File: config.mk
export PLATFORM = sky130hd
export DESIGN_NAME = pooling_layer_v2
export DESIGN_NICKNAME = d
export VERILOG_FILES = /design/src/rtl/pooling_layer_v2_pkg.sv /design/src/rtl/pooling_reduce_unit.sv /design/src/rtl/pooling_layer_v2.sv
export SDC_FILE = /design/constraint.sdc
export NUM_CORES = 1
export LEC_CHECK = 0
export BUFFER_PORTS_ARGS = -buffer_cell sky130_fd_sc_hd__buf_2
export CAP_MARGIN = 20
export CORE_ASPECT_RATIO = 1.4
export CORE_MARGIN = 2
export CORE_UTILIZATION = 50
export CTS_CLUSTER_DIAMETER = 30
export DETAILED_ROUTE_END_ITERATION = 7
export GPL_TIMING_DRIVEN = 0
export PLACE_DENSITY = 0.66
export SLEW_MARGIN = 30
export SYNTH_ARGS = -nofsm -noshare
export SYNTH_HDL_FRONTEND = slang
export SYNTH_SLANG_ARGS = --single-unit
File: constraint.sdc
create_clock -name clk -period 7.2 [get_ports clk]
set_input_delay 2.16 -clock clk [delete_from_list [all_inputs] [get_ports clk]]
set_output_delay 2.16 -clock clk [all_outputs]
set_load 0.01 [all_outputs]
File: src/rtl/pooling_layer_v2_pkg.sv
//==============================================================================
// pooling_layer_v2_pkg - shared pooling mode codes and sizing helpers (rev 1.0)
//==============================================================================
`default_nettype none

package pooling_layer_v2_pkg;

  localparam logic POOL_MODE_MAX = 1'b0;
  localparam logic POOL_MODE_AVG = 1'b1;

  // Counter width helper; never returns less than one bit.
  function automatic int log2c(input int n);
    return ($clog2(n) < 1) ? 1 : $clog2(n);
  endfunction

  function automatic bit is_pow2(input int n);
    return (n > 0) && ((n & (n - 1)) == 0);
  endfunction

endpackage

`default_nettype wire

File: src/rtl/pooling_reduce_unit.sv
//==============================================================================
// pooling_reduce_unit - registered max/average reduction of one F x F window (rev 1.0)
//==============================================================================
`default_nettype none

module pooling_reduce_unit
  import pooling_layer_v2_pkg::*;
#(
  parameter int I_WIDTH     = 8,
  parameter int FILTER_SIZE = 2,
  parameter int AVG_EN      = 1
) (
  input  logic                                     clk,
  input  logic                                     rst_n,
  input  logic                                     i_valid,
  input  logic                                     i_mode,
  input  logic [I_WIDTH*FILTER_SIZE*FILTER_SIZE-1:0] i_window,
  output logic [I_WIDTH-1:0]                       o_pixel
);

  localparam int NPIX = FILTER_SIZE * FILTER_SIZE;
  localparam int LF   = $clog2(FILTER_SIZE);
  localparam int SW   = I_WIDTH + 2 * LF;

  logic [I_WIDTH-1:0] w_max;
  logic [I_WIDTH-1:0] w_avg;
  logic [I_WIDTH-1:0] w_result;

  always_comb begin
    w_max = '0;
    for (int i = 0; i < NPIX; i++) begin
      if (i_window[i*I_WIDTH +: I_WIDTH] > w_max) w_max = i_window[i*I_WIDTH +: I_WIDTH];
    end
  end

  generate
    if (AVG_EN != 0) begin : g_avg
      if (!is_pow2(FILTER_SIZE)) begin : g_bad_filter
        $error("pooling_reduce_unit: FILTER_SIZE must be a power of two when AVG_EN=1");
      end

      logic [SW-1:0] w_sum;

      always_comb begin
        w_sum = '0;
        for (int i = 0; i < NPIX; i++) begin
          w_sum = w_sum + SW'(i_window[i*I_WIDTH +: I_WIDTH]);
        end
      end

      // Divide by F*F as a truncating shift; the quotient always fits I_WIDTH.
      assign w_avg = I_WIDTH'(w_sum >> (2 * LF));
    end else begin : g_no_avg
      assign w_avg = '0;
    end
  endgenerate

  assign w_result = ((AVG_EN != 0) && (i_mode == POOL_MODE_AVG)) ? w_avg : w_max;

  always_ff @(posedge clk) begin
    if (!rst_n) begin
      o_pixel <= '0;
    end else if (i_valid) begin
      o_pixel <= w_result;
    end
  end

endmodule

`default_nettype wire

File: src/rtl/pooling_layer_v2.sv
//==============================================================================
// pooling_layer_v2 - streaming multi-channel 2-D max/average pooling layer (rev 1.0)
//==============================================================================
`default_nettype none

module pooling_layer_v2
  import pooling_layer_v2_pkg::*;
#(
  parameter int I_WIDTH     = 8,
  parameter int CHANNELS    = 1,
  parameter int FILTER_SIZE = 2,
  parameter int IMAGE_SIZE  = 8,
  parameter int STRIDE      = 2,
  parameter int AVG_EN      = 1
) (
  input  logic                         clk,
  input  logic                         rst_n,
  input  logic                         in_valid,
  input  logic                         mode,
  input  logic [I_WIDTH*CHANNELS-1:0]  input_data,
  output logic [I_WIDTH*CHANNELS-1:0]  output_data,
  output logic                         out_valid,
  output logic                         frame_done
);

  localparam int CW       = log2c(IMAGE_SIZE);
  localparam int PW       = log2c(STRIDE);
  localparam int OUT_SIZE = (IMAGE_SIZE - FILTER_SIZE) / STRIDE + 1;
  localparam int WBUS     = I_WIDTH * FILTER_SIZE * FILTER_SIZE;

  localparam logic [CW-1:0] LAST_POS  = CW'(IMAGE_SIZE - 1);
  localparam logic [CW-1:0] WIN_START = CW'(FILTER_SIZE - 1);
  localparam logic [CW-1:0] WIN_LAST  = CW'(FILTER_SIZE - 1 + (OUT_SIZE - 1) * STRIDE);
  localparam logic [PW-1:0] PH_LAST   = PW'(STRIDE - 1);

  logic [CW-1:0] r_col;
  logic [CW-1:0] r_row;
  logic [PW-1:0] r_col_ph;
  logic [PW-1:0] r_row_ph;
  logic          r_mode;

  logic w_first;
  logic w_mode_in;
  logic w_win_done;
  logic w_frame_last;
  logic w_row_end;

  assign w_first      = (r_col == '0) && (r_row == '0);
  assign w_mode_in    = (AVG_EN != 0) ? mode : POOL_MODE_MAX;
  assign w_row_end    = (r_col == LAST_POS);
  assign w_win_done   = (r_col >= WIN_START) && (r_row >= WIN_START) &&
                        (r_col_ph == '0) && (r_row_ph == '0);
  assign w_frame_last = w_win_done && (r_col == WIN_LAST) && (r_row == WIN_LAST);

  // Stride phases stay at 0 until the first full window, then count mod STRIDE.
  always_ff @(posedge clk) begin
    if (!rst_n) begin
      r_col    <= '0;
      r_row    <= '0;
      r_col_ph <= '0;
      r_row_ph <= '0;
      r_mode   <= POOL_MODE_MAX;
    end else if (in_valid) begin
      if (w_first) r_mode <= w_mode_in;
      if (w_row_end) begin
        r_col    <= '0;
        r_col_ph <= '0;
        if (r_row == LAST_POS) begin
          r_row    <= '0;
          r_row_ph <= '0;
        end else begin
          r_row <= r_row + 1'b1;
          if (r_row >= WIN_START) r_row_ph <= (r_row_ph == PH_LAST) ? '0 : r_row_ph + 1'b1;
        end
      end else begin
        r_col <= r_col + 1'b1;
        if (r_col >= WIN_START) r_col_ph <= (r_col_ph == PH_LAST) ? '0 : r_col_ph + 1'b1;
      end
    end
  end

  logic                        r_px_valid;
  logic                        r_px_done;
  logic                        r_px_last;
  logic                        r_px_mode;
  logic [CW-1:0]               r_px_col;
  logic [I_WIDTH*CHANNELS-1:0] r_px_data;
  logic                        r_s1_valid;
  logic                        r_s1_last;
  logic                        r_s1_mode;
  logic                        r_out_valid;
  logic                        r_frame_done;

  // Capture stage, window-update stage, then the registered reduction.
  always_ff @(posedge clk) begin
    if (!rst_n) begin
      r_px_valid   <= 1'b0;
      r_px_done    <= 1'b0;
      r_px_last    <= 1'b0;
      r_px_mode    <= POOL_MODE_MAX;
      r_px_col     <= '0;
      r_px_data    <= '0;
      r_s1_valid   <= 1'b0;
      r_s1_last    <= 1'b0;
      r_s1_mode    <= POOL_MODE_MAX;
      r_out_valid  <= 1'b0;
      r_frame_done <= 1'b0;
    end else begin
      r_px_valid <= in_valid;
      if (in_valid) begin
        r_px_data <= input_data;
        r_px_col  <= r_col;
        r_px_done <= w_win_done;
        r_px_last <= w_frame_last;
        r_px_mode <= w_first ? w_mode_in : r_mode;
      end
      r_s1_valid <= r_px_valid && r_px_done;
      r_s1_last  <= r_px_valid && r_px_last;
      if (r_px_valid) r_s1_mode <= r_px_mode;
      r_out_valid  <= r_s1_valid;
      r_frame_done <= r_s1_valid && r_s1_last;
    end
  end

  assign out_valid  = r_out_valid;
  assign frame_done = r_frame_done;

  generate
    for (genvar c = 0; c < CHANNELS; c++) begin : g_ch
      logic [I_WIDTH-1:0] w_pixel;
      logic [I_WIDTH-1:0] w_newcol [FILTER_SIZE];
      logic [I_WIDTH-1:0] r_win    [FILTER_SIZE][FILTER_SIZE];
      logic [WBUS-1:0]    w_win_bus;

      assign w_pixel                 = r_px_data[c*I_WIDTH +: I_WIDTH];
      assign w_newcol[FILTER_SIZE-1] = w_pixel;

      if (FILTER_SIZE > 1) begin : g_lb
        // Cascaded line buffers: r_lb[k] holds the row k+1 above the current one.
        logic [I_WIDTH-1:0] r_lb [FILTER_SIZE-1][IMAGE_SIZE];

        for (genvar k = 0; k < FILTER_SIZE - 1; k++) begin : g_tap
          assign w_newcol[FILTER_SIZE-2-k] = r_lb[k][r_px_col];
        end

        always_ff @(posedge clk) begin
          if (r_px_valid) begin
            r_lb[0][r_px_col] <= w_pixel;
            for (int k = 1; k < FILTER_SIZE - 1; k++) begin
              r_lb[k][r_px_col] <= r_lb[k-1][r_px_col];
            end
          end
        end
      end

      always_ff @(posedge clk) begin
        if (r_px_valid) begin
          for (int r = 0; r < FILTER_SIZE; r++) begin
            for (int f = 0; f < FILTER_SIZE - 1; f++) begin
              r_win[r][f] <= r_win[r][f+1];
            end
            r_win[r][FILTER_SIZE-1] <= w_newcol[r];
          end
        end
      end

      for (genvar r = 0; r < FILTER_SIZE; r++) begin : g_row
        for (genvar f = 0; f < FILTER_SIZE; f++) begin : g_col
          assign w_win_bus[(r*FILTER_SIZE+f)*I_WIDTH +: I_WIDTH] = r_win[r][f];
        end
      end

      pooling_reduce_unit #(
        .I_WIDTH     (I_WIDTH),
        .FILTER_SIZE (FILTER_SIZE),
        .AVG_EN      (AVG_EN)
      ) u_reduce (
        .clk      (clk),
        .rst_n    (rst_n),
        .i_valid  (r_s1_valid),
        .i_mode   (r_s1_mode),
        .i_window (w_win_bus),
        .o_pixel  (output_data[c*I_WIDTH +: I_WIDTH])
      );
    end
  endgenerate

endmodule

`default_nettype wire

==> metrics.csv, run 1 <==
stage,metric,value,unit
place,Final Wtd Congestion,0.859,
clock_network,TritonCTS buffer count,17,
critical_path,startpoint class of the critical path,flip-flop,
global_route,largest net degree at the start of global routing,26,
sta,Slew @ Worst Pin,0.969,ns
route,Vias/cell,5.66,
yosys,Main synth FF type,edfxtp_1,
route,First-pass DRT Iterations,4,
yosys,share of async-settable or async-resettable flops after synthesis,0,%
yosys,Ys Warns,0,
place,HPWL Detailed,10.3,mm
sta,Setup TNS Final,0,ns
yosys,Area contributors post-synth,"edfxtp_1 42%, dfxtp_1 11%, ha_1 8.8%",
floorplan,num rows,50,
power,Sw Ratio,26.4,%
global_route,vias in the first global route,4606,
power,P_int,1.48,mW
route,drt wl/cell,18.2,µm
critical_path,Crit path arrival time,6.34,ns
route,Routed WL,14.2,mm
yosys,"EDFF count, synth",96,
run_status,status,"complete, no violations",
yosys,Syn Inst Count,548,
clock_network,Post CTS Setup Buffer Count,0,
clock_network,Hold Buf Count CTS,0,
power,Max VDD drop,0.171,mV
route,Initial DRC Count,234,
power,PwrDens,260,nW/µm²
yosys,sequential area share after synthesis,53.0,%
sta,Fmax achieved,165,MHz
place,placed insts,751,
critical_path,CP Launch Point,g_ch[0].r_win[0][3],
clock_network,CTS resizes,0,
sta,skew final,0.00680,ns
global_route,first-pass GRT wire length,23.1,mm
yosys,#FFs+latches synth,132,
layout,fraction of layout cells with a size suffix above 1,16.5,%
critical_path,crit-path max FO,10,
place,port bufs,20,
sta,Tmin final,6.05,ns
floorplan,Die ar.,14600,µm²
sta,"Hold Vio Cnt, Final",0,
clock_network,clk slew on worst S/H paths,0.06,ns
route,post-route antenna net violation count,0,
critical_path,Worst setup EP type,flip-flop,
critical_path,kind of critical path,flip-flop to flip-flop,
clock_network,Clock Sinks,132,
clock_network,TritonCTS clock tree,built,
sta,Final Cycle Share,84.1,%
sta,RSZ-0062 raised after global routing,no,
global_route,Tot GR Track Use,21.2,%
critical_path,worst r2r path cells,23,
yosys,Mapped Area,6810,µm²
global_route,initial antenna violation count,0,
yosys,syn avg cell area,12.4,µm²
power,Seq pwr share,42.6,%
worst_hold_path,Hold WC Path Type,flip-flop to flip-flop,
floorplan,Die Height,142,µm
critical_path,worst setup path endpoint,g_ch[0].u_reduce.o_pixel[6],
power,Leak,3.00,nW
floorplan,core area,13300,µm²
critical_path,r2r startpoint,g_ch[0].r_win[0][3],
layout,Layout Nets,657,
critical_path,Critical Path RT,7.48,ns
yosys,"area leader, netlist",edfxtp_1,
layout,Non-Filler Instances,783,
yosys,syn nets,617,
floorplan,I/O pins,22,
clock_network,Max Root-Sink Buffers,2,
sta,Final Setup Violations,0,
yosys,area share of the largest cell type after synthesis,42.4,%
critical_path,RR Endpoint,g_ch[0].u_reduce.o_pixel[6],
critical_path,FF-to-FF setup slack,1.15,ns
power,Clock Power Share,42.7,%
run,# Max-Cap Violations,0,
sta,"Slew Viols, Final",0,
layout,antenna cells,0,
global_route,total grt overflow,0,
yosys,number of distinct library cells after synthesis,58,
floorplan,Starting Density,51.1,%
clock_network,root buffer cell,clkbuf_16,
yosys,most common cell in the netlist,edfxtp_1,
clock_network,Skew-Pair Late Insertion Delay,0.41,ns
clock_network,H-tree Lvls,4,
layout,Layout area overhead,14.2,%
sta,Slew HR,35.1,%
power,Comb power frac,14.8,%
yosys,synth cell count leaders,"96 x edfxtp_1, 49 x inv_1, 48 x ha_1",
floorplan,Die X,103,µm
route,via count,4432,
power,P_sw,533,µW
route,DRC,0,
[how the worst min path moves through the flow]
stage / from / to / depth (start not counted)
CTS: r_s1_last / frame_done / 1
detailed placement: r_s1_last / frame_done / 1
global route: r_s1_last / frame_done / 1
global placement: r_s1_last / frame_done / 1
finish: r_s1_last / frame_done / 1
floorplan: r_s1_last / frame_done / 1
[registers in the layout, indices dropped and copies added, names as in the netlist, 3 cells and up]
register	flops
r_row	3
g_ch.r_win	32
g_ch.w_pixel	8
g_ch.g_lb.r_lb	64
r_px_col	3
r_col	3
g_ch.u_reduce.o_pixel	8
[through the flow]
| step | hold WS (ns) | utilization, % | cell area [µm²] | power (mW) | worst slack [ns] |
|---|---|---|---|---|---|
| finish | 0.470 | 58.3 | 7770 | 2.02 | 1.15 |
| CTS | 0.475 | 58.3 | 7770 | 2.03 | 1.18 |
| global placement | 0.443 | 53.5 | 7130 | 1.16 | 1.28 |
| detailed placement | 0.460 | 53.8 | 7170 | 1.17 | 1.20 |
| floorplan | 0.437 | - | 6810 | 1.09 | 2.34 |
| global route | 0.490 | 58.3 | 7770 | 2.11 | 0.692 |
[metal layers]
| layer | part of all wire, % | vias to the layer above | GRT usage (%) | wire length (µm) |
|---|---|---|---|---|
| met1 | 41 | 2157 | 25.1 | 5830 |
| met5 | 0 | - | 0 | 0 |
| met3 | 3.7 | 29 | 4.86 | 527 |
| met2 | 53 | 129 | 36.8 | 7510 |
| li1 | - | 2117 | - | - |
| met4 | 2.6 | 0 | 8.70 | 374 |
[cell families (layout without fill, tap and decap cells)]
group                    after synthesis  count (layout)  share of synthesized area [%]
XOR/XNOR                              11              11                           1.42
flip-flops                           132             132                           53.0
AND/OR/NAND/NOR                      126             126                           9.95
multiplexers                          45              45                           9.74
adder cells (fa/ha/maj)               57              57                           11.5
buffers and inverters                 68             121                           3.82
AO/OA/AOI/OAI                        109             109                           10.6
[cells in the final DEF, fill, tap and decap left out, types with 11 or more instances in the layout]
cell type / n
dfxtp_1: 35
o21ai_0: 16
mux2i_1: 19
a21oi_1: 31
buf_2: 24
ha_1: 48
mux4_2: 16
nor2b_1: 25
nor2_1: 34
edfxtp_1: 96
a31oi_1: 11
nand2_1: 15
clkbuf_1: 11
inv_1: 49
clkbuf_16: 17
[worst max-delay path: stages, from the launching register on]
cell and delay [ns]:
edfxtp_1 0.48, ha_1 0.34, buf_2 0.19, nand4_1 0.29, or2_4 0.35, nand2_2 0.13, o22ai_1 0.09, a21oi_1 0.31
inv_1 0.09, ha_1 0.30, nand4_1 0.15, a21o_1 0.20, a21oi_1 0.58, buf_2 0.35, nor3_1 0.10, a21oi_1 0.15
ha_1 0.26, nor2b_1 0.14, o211ai_1 0.16, a21oi_1 0.10, o22ai_1 0.46, mux2_2 0.42, mux2i_1 0.20, a21oi_1 0.09
[area by class of cell]
type / instances / area (µm²)
fillers: 1107 / 5560
clock inverters: 15 / 173
clock buffers: 17 / 425
inverters: 49 / 184
repair buffers: 21 / 128
flip-flops and latches: 132 / 3600
plain buffers: 19 / 76.3
well taps: 182 / 228
multi-input cells: 348 / 2950
[power by group through the flow]
| stage | registers (mW) | clock network (mW) | logic [mW] |
|---|---|---|---|
| 2_1_floorplan | 0.867 | 0 | 0.224 |
| 3_3_place_gp | 0.877 | 0 | 0.283 |
| 3_5_place_dp | 0.875 | 0 | 0.294 |
| 4_1_cts | 0.859 | 0.877 | 0.299 |
| 5_1_grt | 0.862 | 0.911 | 0.334 |
| 6_report | 0.859 | 0.861 | 0.298 |
Note: power is estimated with default switching activity, not from simulation.
==> run 2, diff against run 1 <==
--- a/config.mk
+++ b/config.mk
@@ -13,7 +13,7 @@
 export CTS_CLUSTER_DIAMETER = 30
 export DETAILED_ROUTE_END_ITERATION = 7
 export GPL_TIMING_DRIVEN = 0
-export PLACE_DENSITY = 0.66
+export PLACE_DENSITY = 0.69
 export SLEW_MARGIN = 30
 export SYNTH_ARGS = -nofsm -noshare
 export SYNTH_HDL_FRONTEND = slang
==> constraint.sdc (replaced) <==
create_clock -name clk -period 5.3 [get_ports clk]
set_input_delay 1.59 -clock clk [delete_from_list [all_inputs] [get_ports clk]]
set_output_delay 1.59 -clock clk [all_outputs]
set_load 0.01 [all_outputs]
==> run 2 against run 1 <==
Cell count increased by 1.0%. Power increased by 36%. Hold slack improved by 0.0098 ns. Sequential share of layout area decreased by 0.62 points. Fmax increased by 19%. Routed wire length increased by 0.27%. Largest cell class unchanged.
==> metrics.csv, run 2 (synthesis gave the netlist of run 1 again) <==
stage,metric,value,unit
place,Final Wtd Congestion,0.878,
sta,Slew HR,44.1,%
sta,"Slew Viols, Final",0,
route,post-route antenna net violation count,0,
route,drt wl/cell,18.1,µm
place,placed cell area,7170,µm²
layout,Layout Nets,665,
critical_path,Critical Path RT,5.57,ns
global_route,largest net degree at the start of global routing,25,
critical_path,kind of critical path,flip-flop to flip-flop,
sta,"Hold Vio Cnt, Final",0,
sta,Tmin final,5.09,ns
route,via count,4479,
layout,max reg flops,64,
floorplan,core area,13300,µm²
global_route,initial antenna violation count,0,
clock_network,Max Root-Sink Buffers,2,
critical_path,crit-path max FO,10,
route,Initial DRC Count,221,
run_status,status,"complete, no violations",
critical_path,FF-to-FF setup slack,0.21,ns
sta,Final Setup Violations,0,
floorplan,Die ar.,14600,µm²
sta,Fmax achieved,196,MHz
layout,final core occ,59.1,%
layout,post-route design area,7880,µm²
critical_path,critical path's slowest cell,edfxtp_1,
critical_path,Worst setup EP type,flip-flop,
floorplan,Die Height,142,µm
place,Placement Setup Slack,-0.705,ns
power,Max VDD drop,0.199,mV
clock_network,H-tree Lvls,4,
clock_network,Clock Sinks,132,
floorplan,num rows,50,
clock_network,TritonCTS clock tree,built,
clock_network,Skew-Pair Late Insertion Delay,0.40,ns
run,# Max-Cap Violations,0,
floorplan,Starting Density,51.1,%
sta,Setup TNS Final,0,ns
worst_hold_path,Hold WC Path Type,flip-flop to flip-flop,
sta,Final Cycle Share,96.1,%
global_route,Tot GR Track Use,21.1,%
layout,"Most flops, register",g_ch.g_lb.r_lb,
critical_path,Crit path largest cell delay,0.50,ns
route,Routed WL,14.3,mm
power,PwrDens,348,nW/µm²
route,Vias/cell,5.66,
critical_path,Crit path arrival time,5.36,ns
floorplan,I/O pins,22,
power,"Power, Total",2.74,mW
global_route,first-pass GRT wire length,23.2,mm
floorplan,Die X,103,µm
layout,Fillers,1044,
sta,skew final,0.00954,ns
layout,antenna cells,0,
route,DRC,0,
layout,Layout area overhead,15.7,%
sta,Slew @ Worst Pin,0.835,ns
clock_network,Hold Buf Count CTS,0,
global_route,vias in the first global route,4614,
layout,most frequent cells in the layout,"96 x edfxtp_1, 49 x inv_1, 46 x ha_1",
sta,Final Worst Setup Slack,0.209,ns
power,Leak,3.03,nW
layout,fraction of layout cells with a size suffix above 1,18.1,%
place,HPWL Detailed,10.2,mm
critical_path,"Cell Chain, Critical Path","ha_2, nand4_4, or2_4, nand2_2, o22ai_1, or2_2, ha_1, nor2b_1, o211ai_1, a21o_1, a21oi_4, buf_4, nor3_2, a21oi_1, ha_1, nor2b_1, o211ai_1, a21oi_1, o22a_2, a21o_1, o22ai_1, a31oi_1",
place,port bufs,20,
global_route,total grt overflow,0,
critical_path,startpoint class of the critical path,flip-flop,
clock_network,TritonCTS buffer count,17,
route,First-pass DRT Iterations,4,
clock_network,clk slew on worst S/H paths,0.06,ns
clock_network,root buffer cell,clkbuf_16,
layout,top flop regs,"g_ch.g_lb.r_lb x64, g_ch.r_win x32",
layout,"commonest non-fill, non-tap cell in the layout",edfxtp_1,
-- run 2: path summary, 6_finish.rpt --
path / startpoint / endpoint / cells after the start
worst max-delay path: g_ch[0].r_win[0][7] / g_ch[0].u_reduce.o_pixel[1] / 22
worst min-delay path: g_ch[0].u_reduce.o_pixel[2] / g_ch[0].u_reduce.o_pixel[2] / 2
worst max register to register: g_ch[0].r_win[0][7] / g_ch[0].u_reduce.o_pixel[1] / 22
worst min register to register: g_ch[0].u_reduce.o_pixel[2] / g_ch[0].u_reduce.o_pixel[2] / 2
-- run 2: routing by layer --
layer	global-route usage [%]	wire length, µm	share of wire, %
met4	8.07	361	2.5
met2	36.6	7710	54
met5	0	0	0
met1	25.7	5810	41
met3	3.98	396	2.8
-- run 2: layout make-up --
| type | count | area (µm²) | area share (%) |
|---|---|---|---|
| inverters | 49 | 184 | 2.34 |
| clock inverters | 11 | 135 | 1.72 |
| plain buffers | 18 | 75.1 | 0.953 |
| flip-flops and latches | 132 | 3600 | 45.8 |
| multi-input cells | 348 | 3010 | 38.3 |
| clock buffers | 21 | 440 | 5.59 |
| well taps | 182 | 228 | 2.89 |
| repair buffers | 30 | 195 | 2.48 |
-- run 2: worst max-delay path, delay by kind of cell, from the launching register on --
family	cells	cell delay (ns)
AO/OA/AOI/OAI	11	1.90
flip-flops	1	0.50
buffers and inverters	1	0.22
AND/OR/NAND/NOR	7	1.31
adder cells (fa/ha/maj)	3	1.03
-- run 2: timing repair --
action	4_1_cts	5_1_grt
pin swaps	2	2
gates resized for setup	11	3
setup buffers	3	6
setup endpoints to repair	8	8
-- run 2: report_power, final --
group,total [mW],internal [mW],switching (mW),leakage [nW]
Sequential,1.17,1.14,0.0330,1.19
Combinational,0.430,0.192,0.239,1.56
Clock,1.14,0.733,0.408,0.274
Total,2.74,2.06,0.679,3.03
-- run 2: through the flow --
step                std cells  hold WS, ns
floorplan                 548        0.437
global placement          750        0.442
detailed placement        751        0.470
CTS                       785        0.478
global route              791        0.491
finish                    791        0.479
==> run 3, diff against run 2 <==
--- a/config.mk
+++ b/config.mk
@@ -8,12 +8,13 @@
 export BUFFER_PORTS_ARGS = -buffer_cell sky130_fd_sc_hd__buf_2
 export CAP_MARGIN = 20
 export CORE_ASPECT_RATIO = 1.4
-export CORE_MARGIN = 2
 export CORE_UTILIZATION = 50
 export CTS_CLUSTER_DIAMETER = 30
 export DETAILED_ROUTE_END_ITERATION = 7
+export GPL_ROUTABILITY_DRIVEN = 0
 export GPL_TIMING_DRIVEN = 0
 export PLACE_DENSITY = 0.69
+export SKIP_CTS_REPAIR_TIMING = 1
 export SLEW_MARGIN = 30
 export SYNTH_ARGS = -nofsm -noshare
 export SYNTH_HDL_FRONTEND = slang
==> run 3 against run 2 <==
Power rose by 3.0%. Global-route usage up 0.23 points. Critical path depth rose by 2. First-iteration DRC count is 8.1% higher.
==> metrics.csv, run 3 (synthesis gave the netlist of run 1 again) <==
stage,metric,value,unit
sta,Final Worst Setup Slack,0.247,ns
route,Routed WL,13.8,mm
layout,post-route design area,7910,µm²
clock_network,TritonCTS buffer count,17,
layout,top flop regs,"g_ch.g_lb.r_lb x64, g_ch.r_win x32",
sta,Slew HR,44.9,%
sta,Final Setup Violations,0,
floorplan,num rows,50,
clock_network,Clock Sinks,132,
global_route,Tot GR Track Use,21.3,%
route,Initial DRC Count,239,
layout,antenna cells,0,
worst_hold_path,Hold WC Path Type,flip-flop to flip-flop,
global_route,initial antenna violation count,0,
route,via count,4487,
place,port bufs,20,
sta,Fmax achieved,198,MHz
route,drt wl/cell,17.5,µm
sta,skew final,0.0106,ns
clock_network,H-tree Lvls,4,
sta,hold slack,0.473,ns
sta,Final Cycle Share,95.3,%
global_route,first-pass GRT wire length,22.6,mm
layout,"commonest non-fill, non-tap cell in the layout",edfxtp_1,
run_status,status,"complete, no violations",
route,DRC,0,
floorplan,Die X,101,µm
clock_network,TritonCTS clock tree,built,
floorplan,I/O pins,22,
sta,"Slew Viols, Final",0,
layout,final core occ,59.4,%
route,post-route antenna net violation count,0,
clock_network,Skew-Pair Late Insertion Delay,0.41,ns
route,First-pass DRT Iterations,5,
layout,"Most flops, register",g_ch.g_lb.r_lb,
critical_path,Critical Path RT,5.57,ns
place,Placement Setup Slack,-0.646,ns
layout,Layout area overhead,16.3,%
critical_path,crit-path max FO,10,
critical_path,startpoint class of the critical path,flip-flop,
clock_network,clk slew on worst S/H paths,0.06,ns
sta,Slew @ Worst Pin,0.823,ns
critical_path,Worst setup EP type,flip-flop,
floorplan,Die Height,140,µm
power,Leak,3.05,nW
floorplan,Die ar.,14100,µm²
clock_network,Max Root-Sink Buffers,2,
global_route,largest net degree at the start of global routing,26,
layout,Layout Nets,665,
layout,max reg flops,64,
layout,fraction of layout cells with a size suffix above 1,18.7,%
critical_path,Crit path arrival time,5.32,ns
layout,most frequent cells in the layout,"96 x edfxtp_1, 49 x inv_1, 46 x ha_1",
critical_path,kind of critical path,flip-flop to flip-flop,
power,PwrDens,357,nW/µm²
floorplan,core area,13300,µm²
route,Vias/cell,5.67,
global_route,total grt overflow,0,
power,Max VDD drop,0.244,mV
global_route,vias in the first global route,4445,
clock_network,root buffer cell,clkbuf_16,
place,placed cell area,7170,µm²
run,# Max-Cap Violations,0,
sta,Tmin final,5.05,ns
floorplan,Starting Density,51.1,%
sta,"Hold Vio Cnt, Final",0,
place,HPWL Detailed,9.89,mm
run 3: cell type report:
cell class              instances  area, µm²
plain buffers                  18       75.1
clock buffers                  18        429
clock inverters                14        200
fillers                      1068       5410
inverters                      49        184
multi-input cells             348       3000
flip-flops and latches        132       3600
well taps                     182        228
repair buffers                 30        195
run 3: path summary, 6_finish.rpt:
check / slack (ns) / start / cells after the start / to
min reg2reg: 0.47 / g_ch[0].u_reduce.o_pixel[2] / 2 / g_ch[0].u_reduce.o_pixel[2]
max: 0.25 / g_ch[0].r_win[0][11] / 24 / g_ch[0].u_reduce.o_pixel[1]
max reg2reg: 0.25 / g_ch[0].r_win[0][11] / 24 / g_ch[0].u_reduce.o_pixel[1]
min: 0.47 / g_ch[0].u_reduce.o_pixel[2] / 2 / g_ch[0].u_reduce.o_pixel[2]
run 3: worst max-delay path, cell delays in order (launching register included):
cell	delay [ns]
edfxtp_1	0.42
inv_1	0.06
ha_1	0.26
buf_2	0.18
nand4_1	0.23
or2_4	0.32
nand2_2	0.12
o22ai_1	0.11
or2_2	0.31
ha_1	0.29
nor2b_1	0.13
o211ai_1	0.16
a21o_1	0.20
a21oi_4	0.08
buf_4	0.18
nor3_1	0.20
a21oi_1	0.09
ha_1	0.30
nor2b_1	0.14
o211ai_1	0.18
a21oi_1	0.12
o22a_2	0.31
a21o_1	0.19
o22ai_1	0.23
a31oi_1	0.13
run 3: where the power goes:
group          internal (mW)  leakage (nW)  total, mW  switching (mW)
clock network          0.793         0.299       1.23           0.439
registers               1.13          1.19       1.17          0.0326
logic                  0.190          1.56      0.424           0.233
run 3: per-layer routing:
layer	wire [µm]	part of all wire (%)	vias to the layer above	GRT usage (%)
met4	430	3.1	0	9.61
met1	5610	41	2187	25.3
met3	481	3.5	40	3.94
li1	-	-	2140	-
met2	7290	53	120	37.1
met5	0	0	-	0
run 3: through the flow:
step | std cells | total power, mW | TNS, ns
5_1_grt | 791 | 2.94 | -0.242
3_5_place_dp | 751 | 1.58 | -3.74
6_report | 791 | 2.82 | 0
4_1_cts | 783 | 2.82 | -4.16
3_3_place_gp | 750 | 1.57 | -3.44
2_1_floorplan | 548 | 1.48 | 0
